File: src/rtl/cpu_fetch_pkg.sv
// Shared types and constants for the instruction-fetch stage.
// Used by if_fetch_unit and next_pc_sel; see FETCH_ALIGN_CHECK_EN in if_fetch_unit.
package cpu_fetch_pkg;

   typedef enum logic [1:0] {
      S_REQ,
      S_WAIT,
      S_HOLD,
      S_DROP
   } fetch_state_t;

   typedef enum logic [2:0] {
      SRC_NONE,
      SRC_BRANCH,
      SRC_ILLOP,
      SRC_JR,
      SRC_JUMP,
      SRC_IRQ
   } redir_src_t;

   localparam logic [31:0] RESET_PC_DEFAULT  = 32'h8000_0000;
   localparam logic [31:0] ILLOP_VEC_DEFAULT = 32'h8000_0004;
   localparam logic [31:0] XADR_VEC_DEFAULT  = 32'h8000_0008;

   // The supervisor bit survives the increment; the low 31 bits wrap on their own.
   function automatic logic [31:0] pc_inc4(input logic [31:0] pc);
      return {pc[31], pc[30:0] + 31'd4};
   endfunction

endpackage

File: src/rtl/if_fetch_unit_next_pc_sel.sv
// Combinational redirect priority: branch > illop > jr > jump > irq.
// With FETCH_ALIGN_CHECK_EN, a misaligned jr/branch/jump target becomes the illop vector.
module next_pc_sel
   import cpu_fetch_pkg::*;
#(
   parameter logic [31:0] ILLOP_VEC = ILLOP_VEC_DEFAULT,
   parameter logic [31:0] XADR_VEC  = XADR_VEC_DEFAULT
) (
   input  logic        i_pc_msb,
   input  logic        i_branch_taken,
   input  logic [31:0] i_branch_target,
   input  logic        i_exc_illop,
   input  logic        i_jr,
   input  logic [31:0] i_jr_target,
   input  logic        i_jump,
   input  logic [31:0] i_jump_target,
   input  logic        i_irq,
   output logic        o_redirect,
   output logic [31:0] o_target,
   output logic        o_irq_take
`ifdef FETCH_ALIGN_CHECK_EN
   ,
   output logic        o_align_fault,
   output logic [31:0] o_fault_addr
`endif
);

   redir_src_t  w_src;
   logic [31:0] w_raw_target;

   always_comb begin
      w_src        = SRC_NONE;
      w_raw_target = '0;
      if (i_branch_taken) begin
         w_src        = SRC_BRANCH;
         w_raw_target = i_branch_target;
      end else if (i_exc_illop) begin
         w_src        = SRC_ILLOP;
         w_raw_target = ILLOP_VEC;
      end else if (i_jr) begin
         w_src        = SRC_JR;
         w_raw_target = i_jr_target;
      end else if (i_jump) begin
         w_src        = SRC_JUMP;
         w_raw_target = i_jump_target;
      end else if (i_irq && !i_pc_msb) begin
         // Interrupts are masked while running in supervisor space.
         w_src        = SRC_IRQ;
         w_raw_target = XADR_VEC;
      end
   end

`ifdef FETCH_ALIGN_CHECK_EN
   logic w_misaligned;
   assign w_misaligned  = ((w_src == SRC_BRANCH) || (w_src == SRC_JR) || (w_src == SRC_JUMP))
                          && (w_raw_target[1:0] != 2'b00);
   assign o_align_fault = w_misaligned;
   assign o_fault_addr  = w_raw_target;
   assign o_target      = w_misaligned ? ILLOP_VEC : w_raw_target;
`else
   assign o_target      = w_raw_target;
`endif

   assign o_redirect = (w_src != SRC_NONE);
   assign o_irq_take = (w_src == SRC_IRQ);

endmodule

File: src/rtl/if_fetch_unit.sv
// Instruction-fetch stage: PC register, redirect handling and a single-outstanding
// request/ready handshake to instruction memory. Optional macro: FETCH_ALIGN_CHECK_EN.
module if_fetch_unit
   import cpu_fetch_pkg::*;
#(
   parameter logic [31:0] RESET_PC  = RESET_PC_DEFAULT,
   parameter logic [31:0] ILLOP_VEC = ILLOP_VEC_DEFAULT,
   parameter logic [31:0] XADR_VEC  = XADR_VEC_DEFAULT
) (
   input  logic        clk,
   input  logic        reset,
   input  logic        PC_Write,
   input  logic        branch_taken,
   input  logic [31:0] branch_target,
   input  logic        exc_illop,
   input  logic        jr,
   input  logic [31:0] jr_target,
   input  logic        jump,
   input  logic [31:0] jump_target,
   input  logic        irq,
   output logic        imem_req,
   output logic [31:0] imem_addr,
   input  logic        imem_ready,
   input  logic [31:0] imem_rdata,
   output logic [31:0] instr_out,
   output logic [31:0] pc_plus_4_out,
   output logic        fetch_valid,
   output logic        if_id_flush,
   output logic        irq_ack,
   output logic [31:0] epc_out
`ifdef FETCH_ALIGN_CHECK_EN
   ,
   output logic        align_fault
`endif
);

   fetch_state_t r_state;
   fetch_state_t w_state_next;
   logic [31:0]  r_pc;
   logic [31:0]  w_pc_next;
   logic [31:0]  r_hold_instr;
   logic [31:0]  w_hold_next;
   logic [31:0]  r_epc;
   logic [31:0]  w_epc_next;
   logic         w_redirect;
   logic [31:0]  w_target;
   logic         w_irq_take;
   logic         w_fetch_valid;
   logic [31:0]  w_instr;
`ifdef FETCH_ALIGN_CHECK_EN
   logic         w_align_fault;
   logic [31:0]  w_fault_addr;
`endif

   next_pc_sel #(
      .ILLOP_VEC (ILLOP_VEC),
      .XADR_VEC  (XADR_VEC)
   ) u_next_pc_sel (
      .i_pc_msb        (r_pc[31]),
      .i_branch_taken  (branch_taken),
      .i_branch_target (branch_target),
      .i_exc_illop     (exc_illop),
      .i_jr            (jr),
      .i_jr_target     (jr_target),
      .i_jump          (jump),
      .i_jump_target   (jump_target),
      .i_irq           (irq),
      .o_redirect      (w_redirect),
      .o_target        (w_target),
      .o_irq_take      (w_irq_take)
`ifdef FETCH_ALIGN_CHECK_EN
      ,
      .o_align_fault   (w_align_fault),
      .o_fault_addr    (w_fault_addr)
`endif
   );

   always_comb begin
      w_state_next  = r_state;
      w_pc_next     = r_pc;
      w_hold_next   = r_hold_instr;
      w_fetch_valid = 1'b0;
      w_instr       = '0;
      case (r_state)
         S_REQ: begin
            w_state_next = w_redirect ? S_DROP : S_WAIT;
         end
         S_WAIT: begin
            if (w_redirect) begin
               w_state_next = imem_ready ? S_REQ : S_DROP;
            end else if (imem_ready) begin
               w_fetch_valid = 1'b1;
               w_instr       = imem_rdata;
               if (PC_Write) begin
                  w_pc_next    = pc_inc4(r_pc);
                  w_state_next = S_REQ;
               end else begin
                  w_hold_next  = imem_rdata;
                  w_state_next = S_HOLD;
               end
            end
         end
         S_HOLD: begin
            if (w_redirect) begin
               w_state_next = S_REQ;
            end else begin
               w_fetch_valid = 1'b1;
               w_instr       = r_hold_instr;
               if (PC_Write) begin
                  w_pc_next    = pc_inc4(r_pc);
                  w_state_next = S_REQ;
               end
            end
         end
         S_DROP: begin
            if (imem_ready) w_state_next = S_REQ;
         end
         default: w_state_next = S_REQ;
      endcase
      if (w_redirect) w_pc_next = w_target;
   end

   always_comb begin
      w_epc_next = r_epc;
      if (w_irq_take) w_epc_next = r_pc;
`ifdef FETCH_ALIGN_CHECK_EN
      if (w_align_fault) w_epc_next = w_fault_addr;
`endif
   end

   always_ff @(posedge clk or negedge reset) begin
      if (!reset) begin
         r_state      <= S_REQ;
         r_pc         <= RESET_PC;
         r_hold_instr <= '0;
         r_epc        <= '0;
      end else begin
         r_state      <= w_state_next;
         r_pc         <= w_pc_next;
         r_hold_instr <= w_hold_next;
         r_epc        <= w_epc_next;
      end
   end

   assign imem_req      = (r_state == S_REQ) && reset;
   assign imem_addr     = r_pc;
   assign pc_plus_4_out = pc_inc4(r_pc);
   assign fetch_valid   = w_fetch_valid;
   assign instr_out     = w_instr;
   assign if_id_flush   = w_redirect || (PC_Write && !w_fetch_valid);
   assign irq_ack       = w_irq_take && reset;
   assign epc_out       = r_epc;
`ifdef FETCH_ALIGN_CHECK_EN
   assign align_fault   = w_align_fault && reset;
`endif

endmodule

File: config.mk
export PLATFORM = sky130hd
export DESIGN_NAME = if_fetch_unit
export DESIGN_NICKNAME = d
export VERILOG_FILES = /design/src/rtl/cpu_fetch_pkg.sv /design/src/rtl/if_fetch_unit_next_pc_sel.sv /design/src/rtl/if_fetch_unit.sv
export SDC_FILE = /design/constraint.sdc
export NUM_CORES = 1
export LEC_CHECK = 0
export ABC_AREA = 1
export ABC_CLOCK_PERIOD_IN_PS = 1900
export CAP_MARGIN = 0
export CELL_PAD_IN_SITES_DETAIL_PLACEMENT = 1
export CELL_PAD_IN_SITES_GLOBAL_PLACEMENT = 1
export CORE_MARGIN = 5
export CORE_UTILIZATION = 29
export DETAILED_ROUTE_END_ITERATION = 10
export PLACE_DENSITY_LB_ADDON = 0.1
export SLEW_MARGIN = 20
export SYNTH_ARGS = -nofsm -noshare
export SYNTH_HDL_FRONTEND = slang
export SYNTH_SLANG_ARGS = --single-unit
File: constraint.sdc
create_clock -name clk -period 1.9 [get_ports clk]
set_input_delay 0.38 -clock clk [delete_from_list [all_inputs] [get_ports clk]]
set_output_delay 0.38 -clock clk [all_outputs]
set_load 0.05 [all_outputs]
==> results.json <==
{
  "yosys-top-cells-area": "dfrtp_1 38%, nand2_1 29%, nand3_1 6.8%, a21oi_1 4.4%, inv_1 3.8%",
  "crit_start": "imem_addr[31]$_DFFE_PN1P_",
  "die_w_um": 158,
  "cts.clk_slew.worst_paths_ns": 0.08,
  "cp-start-kind": "flop",
  "slew_violations": 0,
  "syn_area_sq_um": 6310,
  "drive_above_1_share": 0.435,
  "max_freq_mhz": 425,
  "finalCriticalPeriod_ns": 2.36,
  "cellLeakagePower_nw": 6.64,
  "yosys.area.top_type": "dfrtp_1",
  "initial_utilization": 0.292,
  "syn_nets": 1129,
  "yosysWarnings": 0,
  "grt_max_degree": 74,
  "postRouteAntennaNets": 0,
  "insertedDiodeCount": 0,
  "regToRegEndpoint": "imem_addr[6]$_DFFE_PN0P_",
  "core_sq_um": 21600,
  "postSynthAreaPerCell_sq_um": 6.40,
  "wl_per_cell_um": 22.7,
  "ys_ff_latch": 98,
  "drtIter0Drc": 489,
  "setup_viol": 90,
  "hold_violations": 0,
  "ir_drop_uv": 580,
  "fin_total_pwr_mw": 9.93,
  "clockBufferDepth": 2,
  "worst_pin_slew_ns": 0.501,
  "synth-edff-count": 0,
  "root_buffer": "clkbuf_16",
  "io_buffers": 268,
  "ios": 269,
  "synth_ff_type": "dfrtp_1",
  "hp-class": "primary input to asynchronous set/reset pin",
  "fin_nets": 1536,
  "synth_top_area_share": 0.385,
  "async_flop_share": 1.00,
  "synth_sequential_area_ratio": 0.389,
  "numCtsBuffers": 9,
  "rr_worst_depth": 9,
  "drtPass1Iterations": 4,
  "skew_ns": 0.0143,
  "synth_cell_types": 27,
  "vias": 8669,
  "cts-htree-levels": 3,
  "crit_arrival_ns": 1.98,
  "drc": 0,
  "hpwl_um": 24200,
  "grt_pass1_vias": 9045,
  "relSlewSlack": 0.667,
  "dieArea_sq_um": 24800,
  "critical_path_class": "flop to primary output",
  "track_usage": 0.271,
  "cts_hold_buf": 0,
  "synth_most_common_cell": "nand2_1",
  "avgViaCountPerCell": 5.17,
  "end_kind": "primary output",
  "grt_overflow": 0,
  "antenna_found_initial": 0,
  "r2r_setup_slack_ns": -0.23,
  "syn_inst": 986,
  "cts_tree": "done",
  "clock-sinks": 98,
  "place_ws_ns": -0.516,
  "rsz0062_at_grt": "yes",
  "worstPathMaxFanout": 7,
  "rows": 54,
  "die_height_um": 158,
  "synth_top_cells_by_count": "482 x nand2_1, 97 x dfrtp_1, 86 x nand3_1",
  "grt_pass1_wl_um": 51900,
  "routed_wl_um": 38100,
  "cap_violations": 0,
  "syn_to_final_growth_pct": 112,
  "timing.rr.start": "imem_addr[31]$_DFFE_PN1P_",
  "crit_required_ns": 1.52,
  "power.density_nw_per_um2": 743,
  "clk_latency_ns": 0.36,
  "violations": "setup timing",
  "setup_ws_ns": -0.455,
  "gp_congestion": 0.878,
  "outcome": "complete, but fails checks",
  "finalCritPeriodShare": 1.24
}
[cell families (layout without fill, tap and decap cells)]
kind of cell | count (synthesis) | in the layout | synth area share
AND/OR/NAND/NOR | 633 | 633 | 0.405
AO/OA/AOI/OAI | 123 | 123 | 0.103
buffers and inverters | 120 | 532 | 0.0831
flip-flops | 98 | 98 | 0.389
adder cells (fa/ha/maj) | 6 | 6 | 0.0119
XOR/XNOR | 6 | 6 | 0.00833
[cells in the final DEF, fill, tap and decap left out, types with 32 or more instances in the layout]
cell type        count
a21oi_4             32
buf_12              76
buf_4              190
buf_6               35
clkdlybuf4s50_1    130
dfrtp_1             72
inv_1               53
nand2_1            348
nand2_2             47
nand2_4             88
nand3_1             69
nor2_4              34
[power breakdown]
| group | total [mW] | internal [mW] | switching, mW |
|---|---|---|---|
| clock | 1.94 | 1.03 | 0.913 |
| combinational | 5.12 | 1.92 | 3.20 |
| sequential | 2.87 | 2.46 | 0.414 |
[repair_timing]
item,CTS,global route
setup endpoints to repair,89,93
resized for setup,210,87
cloned,2,3
pin swaps,76,67
buffers inserted,39,30
[how the worst max path moves through the flow]
stage | endpoint | slack, ns | cells after the start
floorplan | pc_plus_4_out[17] | -0.12 | 6
global placement | instr_out[16] | -0.47 | 10
detailed placement | instr_out[16] | -0.52 | 10
CTS | instr_out[4] | -0.48 | 11
global route | instr_out[4] | -0.54 | 10
finish | instr_out[18] | -0.46 | 10
[critical path: stages, from the launching register on]
cell	delay, ns
dfstp_2	0.54
inv_2	0.04
nand2_2	0.05
nand2_2	0.06
nor2_4	0.17
nand2_4	0.10
clkinv_8	0.10
clkbuf_16	0.17
nand2_4	0.05
a21oi_4	0.17
buf_12	0.15
[area by class of cell]
class	count	area, sq um
fill	2525	8250
multi-input combinational	768	5040
timing repair buffer	446	4880
sequential	98	2490
tap	280	350
inverter	70	327
clock buffer	10	229
clock inverter	6	65.1
[registers in the layout (all words and copies together), names as in the netlist]
signal / count
r_hold_instr: 32
r_state: 2
imem_addr: 32
epc_out: 32
[stage by stage]
stage	util	std cells	instance area, sq um	hold WS [ns]	TNS [ns]
after floorplan	-	986	7270	0.0844	-3.27
after global placement	0.531	1601	11500	0.456	-32.82
final	0.619	1678	13400	0.158	-25.89
after CTS	0.594	1654	12800	0.173	-21.37
after global routing	0.619	1678	13400	0.179	-32.54
after detailed placement	0.531	1601	11500	0.462	-36.50
[metal layers]
| layer | global-route usage | vias to the layer above | part of all wire |
|---|---|---|---|
| met4 | 0.0942 | 0 | 0.039 |
| li1 | - | 3928 | - |
| met3 | 0.0679 | 93 | 0.068 |
| met2 | 0.464 | 344 | 0.50 |
| met5 | 0 | - | 0 |
| met1 | 0.331 | 4304 | 0.39 |
No activity file was read; power rests on OpenSTA's default activity.
